File: src/rtl/vol_mem_arbiter.sv
// Owner of the single-port membrane-voltage RAM: sweeps INIT_VAL into every neuron
// slot after reset or start_init, then round-robins hidden-layer (A) and readout (B) accesses.
module vol_mem_arbiter #(
    parameter int          ADDR_W   = 6,
    parameter int          DATA_W   = 16,
    parameter int          DEPTH    = 40,
    parameter int unsigned INIT_VAL = 63
) (
    input  logic              clk,
    input  logic              rst_n,
    input  logic              start_init,
    output logic              init_busy,
    input  logic              req_a,
    input  logic              we_a,
    input  logic [ADDR_W-1:0] addr_a,
    input  logic [DATA_W-1:0] wdata_a,
    input  logic              req_b,
    input  logic              we_b,
    input  logic [ADDR_W-1:0] addr_b,
    input  logic [DATA_W-1:0] wdata_b,
    output logic              gnt_a,
    output logic              gnt_b,
    output logic              rvalid_a,
    output logic              rvalid_b,
    output logic [DATA_W-1:0] rdata,
    output logic              addr_err,
    output logic              mem_en,
    output logic              mem_we,
    output logic [ADDR_W-1:0] mem_addr,
    output logic [DATA_W-1:0] mem_wdata,
    input  logic [DATA_W-1:0] mem_rdata,
    output logic [15:0]       stall_cnt,
    output logic [1:0]        state_dbg
);

    typedef enum logic [1:0] {
        RST_WAIT = 2'd0,
        SWEEP    = 2'd1,
        ARB      = 2'd2
    } state_t;

    localparam logic [ADDR_W:0]   DEPTH_EXT = (ADDR_W + 1)'(DEPTH);
    localparam logic [ADDR_W-1:0] LAST_IDX  = ADDR_W'(DEPTH - 1);
    localparam logic [DATA_W-1:0] INIT_WORD = DATA_W'(INIT_VAL);

    state_t            state;
    logic [ADDR_W-1:0] sweep_cnt;
    logic              prio_b;
    logic              rd_err_q;

    logic              arb_open;
    logic              granted;
    logic              win_we;
    logic [ADDR_W-1:0] win_addr;
    logic [DATA_W-1:0] win_wdata;
    logic              win_oor;
    logic              stall;

    // Handshake: a requester holds req/we/addr/wdata until it sees gnt; gnt is
    // combinational and the access is taken in that same cycle. rvalid_x then
    // qualifies rdata for exactly one cycle, one cycle after a granted read.
    assign arb_open = (state == ARB) && !start_init;
    assign gnt_a    = arb_open && req_a && (!req_b || !prio_b);
    assign gnt_b    = arb_open && req_b && (!req_a || prio_b);
    assign granted  = gnt_a || gnt_b;

    assign win_we    = gnt_b ? we_b    : we_a;
    assign win_addr  = gnt_b ? addr_b  : addr_a;
    assign win_wdata = gnt_b ? wdata_b : wdata_a;
    assign win_oor   = {1'b0, win_addr} >= DEPTH_EXT;

    assign addr_err  = granted && win_oor;
    assign init_busy = (state != ARB);
    assign state_dbg = state;

    // A requester that is asserting but not being served this cycle is stalled.
    assign stall = (req_a && !gnt_a) || (req_b && !gnt_b);

    assign rdata = ((rvalid_a || rvalid_b) && !rd_err_q) ? mem_rdata : '0;

    always_comb begin
        mem_en    = 1'b0;
        mem_we    = 1'b0;
        mem_addr  = '0;
        mem_wdata = '0;
        if (state == SWEEP) begin
            mem_en    = 1'b1;
            mem_we    = 1'b1;
            mem_addr  = sweep_cnt;
            mem_wdata = INIT_WORD;
        end else if (granted) begin
            mem_en    = !win_oor;
            mem_we    = win_we && !win_oor;
            mem_addr  = win_addr;
            mem_wdata = win_wdata;
        end
    end

    always_ff @(posedge clk or negedge rst_n) begin
        if (!rst_n) begin
            state     <= RST_WAIT;
            sweep_cnt <= '0;
            prio_b    <= 1'b0;
            stall_cnt <= '0;
            rvalid_a  <= 1'b0;
            rvalid_b  <= 1'b0;
            rd_err_q  <= 1'b0;
        end else begin
            case (state)
                RST_WAIT: state <= SWEEP;
                SWEEP: begin
                    // start_init is not looked at here: a sweep always runs to completion.
                    if (sweep_cnt == LAST_IDX) begin
                        sweep_cnt <= '0;
                        state     <= ARB;
                    end else begin
                        sweep_cnt <= sweep_cnt + ADDR_W'(1);
                    end
                end
                ARB: begin
                    if (start_init) begin
                        state <= SWEEP;
                    end
                end
                default: state <= RST_WAIT;
            endcase

            if (granted) begin
                prio_b <= gnt_a;
            end

            if (stall && (stall_cnt != 16'hFFFF)) begin
                stall_cnt <= stall_cnt + 16'd1;
            end

            rvalid_a <= gnt_a && !we_a;
            rvalid_b <= gnt_b && !we_b;
            rd_err_q <= granted && win_oor && !win_we;
        end
    end

endmodule
File: config.mk
export PLATFORM = sky130hd
export DESIGN_NAME = vol_mem_arbiter
export DESIGN_NICKNAME = d
export VERILOG_FILES = /design/src/rtl/vol_mem_arbiter.sv
export SDC_FILE = /design/constraint.sdc
export NUM_CORES = 1
export LEC_CHECK = 0
export BUFFER_PORTS_ARGS = -buffer_cell sky130_fd_sc_hd__buf_2
export CORE_ASPECT_RATIO = 1.25
export CORE_MARGIN = 2
export CORE_UTILIZATION = 42
export CTS_BUF_LIST = sky130_fd_sc_hd__clkbuf_2 sky130_fd_sc_hd__clkbuf_4 sky130_fd_sc_hd__clkbuf_8
export CTS_CLUSTER_SIZE = 10
export DETAILED_ROUTE_END_ITERATION = 6
export HOLD_SLACK_MARGIN = 0.08
export PLACE_DENSITY_LB_ADDON = 0.1
export SYNTH_ARGS = -nofsm -noshare
export SYNTH_HDL_FRONTEND = slang
export SYNTH_SLANG_ARGS = --single-unit
File: constraint.sdc
create_clock -name clk -period 2.6 [get_ports clk]
set_clock_uncertainty 0.2 [all_clocks]
set_input_delay 0.13 -clock clk [delete_from_list [all_inputs] [get_ports clk]]
set_output_delay 0.13 -clock clk [all_outputs]
set_load 0.02 [all_outputs]
==> results of run 1 <==
-- layout make-up --
type | instances | area (um^2) | share of cell area (%)
multi-input combinational | 142 | 1050 | 39.6
timing repair buffer | 141 | 746 | 28.1
sequential | 28 | 701 | 26.4
tap | 58 | 72.6 | 2.73
inverter | 11 | 43.8 | 1.65
clock buffer | 3 | 41.3 | 1.55
-- where the power goes --
part           total, mW  internal (mW)  switching, mW
logic              0.516          0.234          0.282
clock network      0.229          0.104          0.126
registers          0.633          0.524          0.109
total               1.38          0.862          0.516
-- cells in the mapped netlist (all sizes together) (2+ instances only) --
| cell type | number | share of area (%) |
|---|---|---|
| a41oi | 2 | 0.94 |
| a22o | 10 | 4.7 |
| and2 | 16 | 5.4 |
| buf | 6 | 2.6 |
| nand2b | 3 | 1.0 |
| a21o | 4 | 1.6 |
| ha | 2 | 1.3 |
| dfrtp | 28 | 38 |
| o21ai | 8 | 2.4 |
| mux2i | 2 | 1.1 |
| and3 | 5 | 1.7 |
| and4 | 2 | 0.94 |
| inv | 11 | 2.2 |
| a31oi | 2 | 0.67 |
| nand4 | 4 | 1.7 |
| a2111oi | 3 | 3.4 |
| clkbuf | 4 | 0.81 |
| a22oi | 2 | 0.81 |
| nor2b | 2 | 0.67 |
| a222oi | 5 | 2.7 |
| nand2 | 13 | 2.6 |
| a221o | 6 | 3.2 |
| o211ai | 4 | 1.6 |
| nand4b | 2 | 0.94 |
| nor2 | 6 | 1.2 |
| xnor2 | 14 | 6.6 |
| a21oi | 3 | 0.81 |
| nand3 | 11 | 3.0 |
-- flip-flops by register name (all words and copies together) (netlist names) --
name	cells
sweep_cnt	6
stall_cnt	16
rvalid_a	1
state_dbg	2
prio_b	1
rd_err_q	1
rvalid_b	1
-- routing by layer --
layer	track usage [%]	part of all wire, %	vias to the layer above
met2	37.2	49	73
met4	5.22	0.59	0
met5	0	0	-
met1	28.8	42	937
met3	4.73	8.1	4
li1	-	-	982
-- per-stage QoR --
stage	hold WS, ns	worst slack (ns)	instances	util [%]	cell area, um^2
after detailed placement	-0.0112	0.442	374	59.1	2550
after floorplan	-0.366	0.417	191	-	1860
after CTS	0.0825	0.0802	382	61.2	2650
after global placement	-0.0162	0.478	374	59.1	2550
after global routing	0.141	0.0271	383	61.4	2660
final	0.121	0.164	383	61.4	2660
-- what timing repair did --
action                                  CTS  global route
setup buffers                             0             1
endpoints found under the hold margin    33             0
endpoints found under the setup margin    0            11
hold buffers                              5             0
resized for setup                         0             2
-- how the worst min path moves through the flow --
| stage | startpoint | to | slack (ns) | depth (start not counted) |
|---|---|---|---|---|
| after floorplan | rst_n | prio_b | -0.37 | 0 |
| after global placement | rst_n | stall_cnt[2] | -0.02 | 1 |
| after detailed placement | rst_n | stall_cnt[2] | -0.01 | 1 |
| after CTS | req_b | prio_b | 0.08 | 3 |
| after global routing | req_a | prio_b | 0.14 | 3 |
| final | req_b | rd_err_q | 0.12 | 4 |
-- critical path, stage by stage --
cell	delay, ns
dlygate4sd3_1	0.53
buf_2	0.14
nor3b_4	0.34
and3_2	0.32
buf_4	0.21
a22oi_1	0.10
o21ai_0	0.16
buf_2	0.18
-- kinds of logic after synthesis --
kind of cell             synth area share [%]
AND/OR/NAND/NOR                          22.2
AO/OA/AOI/OAI                            24.3
flip-flops                               37.7
buffers and inverters                    5.66
XOR/XNOR                                 7.08
multiplexers                             1.68
adder cells (fa/ha/maj)                  1.35
==> results_dict.tcl, run 1 <==
set metrics [dict create \
    synth_ff_type "dfrtp_1" \
    fillers 402 \
    clk_pin_slew_ns 0.09 \
    routed_via_density 5.21 \
    ir_drop_v 0.000447 \
    drtIter0Drc 100 \
    synth.avg_cell_area_um2 9.72 \
    synth-async-reset-ratio_pct 100 \
    final_nets 396 \
    cp-start-kind "input port" \
    grt_pass1_vias 1869 \
    status "finished, final reports clean" \
    path_class "in2out" \
    reg2reg_to "stall_cnt[1]" \
    yosys_register_bits 28 \
    clock-sinks 28 \
    worst_hold_path_type "in2reg" \
    most-common-layout-cells "buf_2, dfrtp_1, and2_1" \
    clockRootBuffer "clkbuf_8" \
    track_usage_pct 22.0 \
    crit_path_end "mem_we" \
    start_util_pct 42.9 \
    max_slew.worst_pin.slew_ns 0.683 \
    hpwl_um 4350 \
    drc 0 \
    max_freq_ghz 0.410 \
    drive_gt1_share_pct 45.2 \
    crit_fanout 14 \
    leakage_nw 1.44 \
    fin_total_pwr_mw 1.38 \
    dieArea_mm2 0.00497 \
    io_buffers 130 \
    grt_first_pass_wirelength_um 8910 \
    cts_buffers 3 \
    clockBufferDepth 2 \
    r2r_cells 5 \
    grt_overflow 0 \
    std_cell_rows 27 \
    grt_setup_unrepaired "false" \
    synthCells 191 \
    core_mm2 0.00432 \
    period_share_pct 93.7 \
    antenna_found_initial 0 \
    power_density_mw_per_mm2 519 \
    die_h_um 78.3 \
    cts_tree "done" \
    end_kind "primary output" \
    syn_nets 260 \
    relSlewSlack_pct 54.3 \
    drt_pre_antenna_iters 4 \
    period_minus_slack_ns 2.44 \
    avgRoutedWirePerCell_um 14.3 \
    fin_tns_setup_ns 0 \
    synth-edff-count 0 \
    startpoint "start_init" \
    r2r_slack_ns 0.55 \
    grt_start_max_net_pins 29 \
    ys.warnings.count 0 \
    finalHoldViolCount 0 \
    synth_cell_type_count 45 \
    r2r_start "stall_cnt[0]" \
    die_width_um 63.5 \
    place.gp.congestion 0.943 \
    setup_viol 0 \
    final_common_cell "buf_2" \
    drtAntennaViolNets 0 \
    clock_latency_ns 0.27 \
    area_growth_pct 43.1 \
    ys_seq_area_share_pct 37.7 \
    num_antenna_cells 0 \
    cp_data_arrival_time_ns 2.11 \
    critPathRequiredTime_ns 2.27 \
    io_pins 131 \
    h-tree-depth 1 \
    vias 1996 \
    netlist_area_mm2 0.00186 \
    maxSlewViolCount 0 \
    wl_um 5460 \
    maxCapViolations 0 \
]
Power figures use the tool's default switching activity.
==> inputs of run 2 (changes only) <==
--- a/config.mk
+++ b/config.mk
@@ -5,13 +5,12 @@
 export SDC_FILE = /design/constraint.sdc
 export NUM_CORES = 1
 export LEC_CHECK = 0
-export BUFFER_PORTS_ARGS = -buffer_cell sky130_fd_sc_hd__buf_2
-export CORE_ASPECT_RATIO = 1.25
 export CORE_MARGIN = 2
-export CORE_UTILIZATION = 42
+export CORE_UTILIZATION = 66
 export CTS_BUF_LIST = sky130_fd_sc_hd__clkbuf_2 sky130_fd_sc_hd__clkbuf_4 sky130_fd_sc_hd__clkbuf_8
 export CTS_CLUSTER_SIZE = 10
 export DETAILED_ROUTE_END_ITERATION = 6
+export DONT_BUFFER_PORTS = 1
 export HOLD_SLACK_MARGIN = 0.08
 export PLACE_DENSITY_LB_ADDON = 0.1
 export SYNTH_ARGS = -nofsm -noshare
==> run 2 against run 1 <==
Net effect: routed wire length is 4.9% lower; die area shrank 35%; sequential power is 12% higher; critical path depth fell by 4; cell area down 18%; via count is 14% lower.
==> results_dict.tcl, run 2 (same netlist as run 1, synthesis figures left out) <==
set metrics [dict create \
    end_kind "primary output" \
    fin_total_pwr_mw 1.26 \
    cp_data_arrival_time_ns 2.05 \
    avgRoutedWirePerCell_um 21.0 \
    clockBufferDepth 2 \
    period_minus_slack_ns 2.38 \
    grt_overflow 0 \
    clock-sinks 28 \
    cp_cell_sequence "buf_4, nor2b_1, a222oi_1, inv_1" \
    status "finished, final reports clean" \
    r2r_start "state_dbg[0]" \
    holdWs_ns 0.0919 \
    vias 1719 \
    layout.area.seq_um2 701 \
    max_freq_ghz 0.419 \
    largest_reg_flops 16 \
    setup_viol 0 \
    std_cell_rows 19 \
    cts_buffers 3 \
    placed_cells 221 \
    track_usage_pct 31.3 \
    cpMaxStageDelayCell "nor2b_1" \
    crit_fanout 12 \
    ir_drop_v 0.000565 \
    maxSlewViolCount 0 \
    grt_first_pass_wirelength_um 8020 \
    max_slew.worst_pin.slew_ns 0.863 \
    most-common-layout-cells "dfrtp_1, dlygate4sd3_1, and2_1" \
    num_antenna_cells 0 \
    grt_start_max_net_pins 29 \
    clk_pin_slew_ns 0.14 \
    multi_input_area_mm2 0.00105 \
    final_nets 286 \
    power_density_mw_per_mm2 582 \
    path_class "reg2out" \
    core_mm2 0.00271 \
    area_growth_pct 17.0 \
    die_width_um 57.0 \
    period_share_pct 91.7 \
    final_common_cell "dfrtp_1" \
    drtIter0Drc 154 \
    start_util_pct 68.5 \
    fin_tns_setup_ns 0 \
    drtAntennaViolNets 0 \
    slowest_delay_ns 0.70 \
    maxCapViolations 0 \
    final_cells 247 \
    clock_latency_ns 0.33 \
    io_pins 131 \
    leakage_nw 0.971 \
    grt_setup_unrepaired "false" \
    die_h_um 57.0 \
    clockRootBuffer "clkbuf_4" \
    antenna_found_initial 0 \
    cts_tree "done" \
    critical_path.top_delay_family "simple AND/OR/NAND/NOR gates" \
    grt_pass1_vias 1742 \
    routed_via_density 6.96 \
    h-tree-depth 1 \
    wl_um 5200 \
    relSlewSlack_pct 42.4 \
    finalHoldViolCount 0 \
    drt_pre_antenna_iters 4 \
    dieArea_mm2 0.00325 \
    cp-start-kind "flip-flop" \
    place.gp.congestion 0.966 \
    drc 0 \
    hp-start "req_b" \
    critPathRequiredTime_ns 2.27 \
    startpoint "state_dbg[0]" \
    worst_hold_path_type "in2reg" \
    drive_gt1_share_pct 11.6 \
    cp_num_buf_inv 2 \
    hpwl_um 3900 \
    io_buffers 0 \
    top_register "stall_cnt" \
    fillers 180 \
]
run 2: final timing paths:
check | to | slack, ns | depth (start not counted)
setup / recovery | mem_addr[3] | 0.22 | 4
hold / removal | prio_b | 0.09 | 3
setup reg to reg | rd_err_q | 0.35 | 6
hold reg to reg | prio_b | 0.33 | 1
max in group asynchronous | rvalid_b | 1.92 | 3
min in group asynchronous | sweep_cnt[4] | 0.12 | 3
run 2: worst min-delay path, delay by kind of cell:
| kind | cells | cell delay, ns |
|---|---|---|
| simple gates | 2 | 0.35 |
| compound gates | 1 | 0.12 |
run 2: cell type report:
class / instances / area share [%]
clock buffers: 4 / 1.67
inverters: 11 / 1.90
multi-input cells: 142 / 48.4
flip-flops and latches: 28 / 32.3
well taps: 31 / 1.79
repair buffers: 31 / 13.9
run 2: stage by stage:
step	util [%]	worst slack [ns]	cell area (um^2)
after floorplan	-	0.417	1860
after global routing	80.1	0.0640	2170
after CTS	79.2	0.0421	2150
after global placement	70.1	0.432	1900
after detailed placement	70.1	0.411	1900
final	80.1	0.216	2170
run 2: metal layers:
layer | part of all wire [%] | up-vias | GRT usage (%)
met5 | 0 | - | 0
met4 | 1.9 | 0 | 8.31
met3 | 9.7 | 14 | 7.71
met2 | 50 | 103 | 52.4
met1 | 39 | 844 | 41.0
li1 | - | 758 | -
run 2: timing repair:
action | CTS | global route
endpoints found under the setup margin | 0 | 24
resized for setup | 0 | 1
hold buffers | 19 | 1
hold endpoints to repair | 35 | 1
buffers inserted | 0 | 2
run 2: where the power goes:
group / switching (mW) / leakage [nW] / internal, mW
combinational: 0.180 / 0.592 / 0.161
sequential: 0.190 / 0.358 / 0.523
clock: 0.125 / 0.0210 / 0.0858
total: 0.494 / 0.971 / 0.769
==> inputs of run 3 (changes only) <==
--- a/config.mk
+++ b/config.mk
@@ -6,7 +6,7 @@
 export NUM_CORES = 1
 export LEC_CHECK = 0
 export CORE_MARGIN = 2
-export CORE_UTILIZATION = 66
+export CORE_UTILIZATION = 60
 export CTS_BUF_LIST = sky130_fd_sc_hd__clkbuf_2 sky130_fd_sc_hd__clkbuf_4 sky130_fd_sc_hd__clkbuf_8
 export CTS_CLUSTER_SIZE = 10
 export DETAILED_ROUTE_END_ITERATION = 6
==> run 3 against run 2 <==
Net effect: clock power up 38%; routed wire length down 11%; critical endpoint is now addr_err; sequential power up 0.7%.
==> results_dict.tcl, run 3 (same netlist as run 1, synthesis figures left out) <==
set metrics [dict create \
    r2r_slack_ns 0.33 \
    period_minus_slack_ns 2.50 \
    cp_data_arrival_time_ns 2.17 \
    avgRoutedWirePerCell_um 18.8 \
    period_share_pct 96.0 \
    min_delay_path_depth 3 \
    power_frac_seq_pct 53.5 \
    drtIter0Drc 169 \
    slowest_delay_ns 0.57 \
    antenna_found_initial 0 \
    routed_via_density 6.81 \
    wl_um 4600 \
    cpMaxStageDelayCell "dlygate4sd3_1" \
    post-place-ws_ns 0.370 \
    r2r_cells 6 \
    vias 1662 \
    end_kind "primary output" \
    cts_tree "done" \
    h-tree-depth 1 \
    drtAntennaViolNets 0 \
    holdPathEnd "rvalid_a" \
    reg2reg_to "rd_err_q" \
    combinationalPowerShare_pct 24.8 \
    drc 0 \
    clock-sinks 28 \
    place.gp.congestion 0.838 \
    ir_drop_v 0.000528 \
    track_usage_pct 24.9 \
    grt_start_max_net_pins 29 \
    crit_fanout 3 \
    start_util_pct 61.8 \
    io_pins 131 \
    cp-start-kind "flip-flop" \
    placed_cells 221 \
    grt_pass1_vias 1480 \
    drt_pre_antenna_iters 6 \
    fin_area_mm2 0.00216 \
    most-common-layout-cells "dfrtp_1, and2_1, dlygate4sd3_1" \
    setup_viol 0 \
    drive_gt1_share_pct 10.9 \
    io_buffers 0 \
    status "finished, final reports clean" \
    finalHoldViolCount 0 \
    hp-start "req_a" \
    grt_overflow 0 \
    clockBufferDepth 2 \
    largest_reg_flops 16 \
    swShare_pct 37.4 \
    timing.final.ws_setup_ns 0.103 \
    area_growth_pct 16.1 \
    std_cell_rows 20 \
    dieArea_mm2 0.00356 \
    power.internal_uw 838 \
    die_h_um 59.6 \
    maxSlewViolCount 0 \
    post_dp_cell_area_mm2 0.00189 \
    worst_hold_path_type "in2reg" \
    max_freq_ghz 0.400 \
    leakage_nw 0.957 \
    r2r_start "state_dbg[0]" \
    final_common_cell "dfrtp_1" \
    relSlewSlack_pct 59.0 \
    critPathRequiredTime_ns 2.27 \
    top_register "stall_cnt" \
    holdWs_ns 0.0865 \
    cts_buffers 3 \
    fillers 235 \
    maxCapViolations 0 \
    hpwl_um 3230 \
    core_mm2 0.00300 \
    final_nets 281 \
    clock_latency_ns 0.33 \
    num_antenna_cells 0 \
    max_slew.worst_pin.slew_ns 0.613 \
    switching_power_uw 501 \
    die_width_um 59.6 \
    cp_cell_sequence "nand2b_4, a211o_1, dlygate4sd3_1, nand4_1, o21ai_0, buf_4" \
    clockRootBuffer "clkbuf_4" \
    power_density_mw_per_mm2 621 \
    grt_first_pass_wirelength_um 6840 \
    p_clk_share_pct 21.7 \
    final_cells 244 \
    path_class "reg2out" \
    clk_pin_slew_ns 0.15 \
]
run 3: changes by cell type in the layout (fill, tap and decap cells not counted):
| cell | delta |
|---|---|
| buf_6 | +1 |
| nand2b_4 | +1 |
| dlygate4sd3_1 | -3 |
| bufinv_16 | +1 |
| buf_4 | -3 |
| clkbuf_8 | -1 |
| and3_2 | -1 |
| nand2b_1 | -1 |
| and3_1 | +1 |
run 3: final cells by class:
class | instances | area (um^2) | area share, %
inverter | 11 | 41.3 | 1.92
clock buffer | 3 | 22.5 | 1.04
tap | 33 | 41.3 | 1.92
timing repair buffer | 26 | 262 | 12.1
multi-input combinational | 142 | 1060 | 49.1
clock inverter | 1 | 30.0 | 1.39
sequential | 28 | 701 | 32.5
run 3: worst max path at each step:
stage | slack (ns) | endpoint | cells after the start | from
floorplan | 0.42 | mem_we | 5 | state_dbg[1]
CTS | 0.08 | mem_we | 6 | state_dbg[0]
global route | -0.008 | mem_we | 6 | state_dbg[0]
finish | 0.10 | addr_err | 6 | prio_b
global placement | 0.49 | stall_cnt[1] | 5 | stall_cnt[0]
detailed placement | 0.37 | stall_cnt[1] | 5 | stall_cnt[0]
run 3: worst max-delay path, delay by kind of cell (launching register included):
kind / cells / cell delay (ns)
AOI/OAI and AO/OA: 2 / 0.38
and+or+nand+nor: 2 / 0.28
DFF: 1 / 0.43
buffers and inverters: 2 / 0.75
run 3: repair_timing:
item | CTS | global route
endpoints found under the hold margin | 38 | 0
setup buffers | 0 | 2
endpoints found under the setup margin | 0 | 11
hold buffers | 17 | 0
gates resized for setup | 0 | 2
run 3: through the flow:
step	power [mW]	TNS, ns	utilization (%)
floorplan	0.953	0	-
global route	1.42	-0.00753	71.8
detailed placement	1.02	0	62.8
finish	1.34	0	71.8
CTS	1.34	0	70.9
global placement	1.01	0	62.8
run 3: power groups by stage:
| stage | registers, mW | logic (mW) | clock network, mW |
|---|---|---|---|
| after floorplan | 0.691 | 0.262 | 0 |
| after global placement | 0.719 | 0.287 | 0 |
| after detailed placement | 0.724 | 0.295 | 0 |
| after CTS | 0.715 | 0.332 | 0.297 |
| after global routing | 0.732 | 0.377 | 0.312 |
| final | 0.717 | 0.331 | 0.291 |
run 3: per-layer routing:
layer  up-vias  track usage (%)  routed length (um)
met4         0             6.03                  17
met2        92             42.5                2280
met5         -                0                   0
li1        749                -                   -
met3         2             3.71                 380
met1       819             33.3                1920
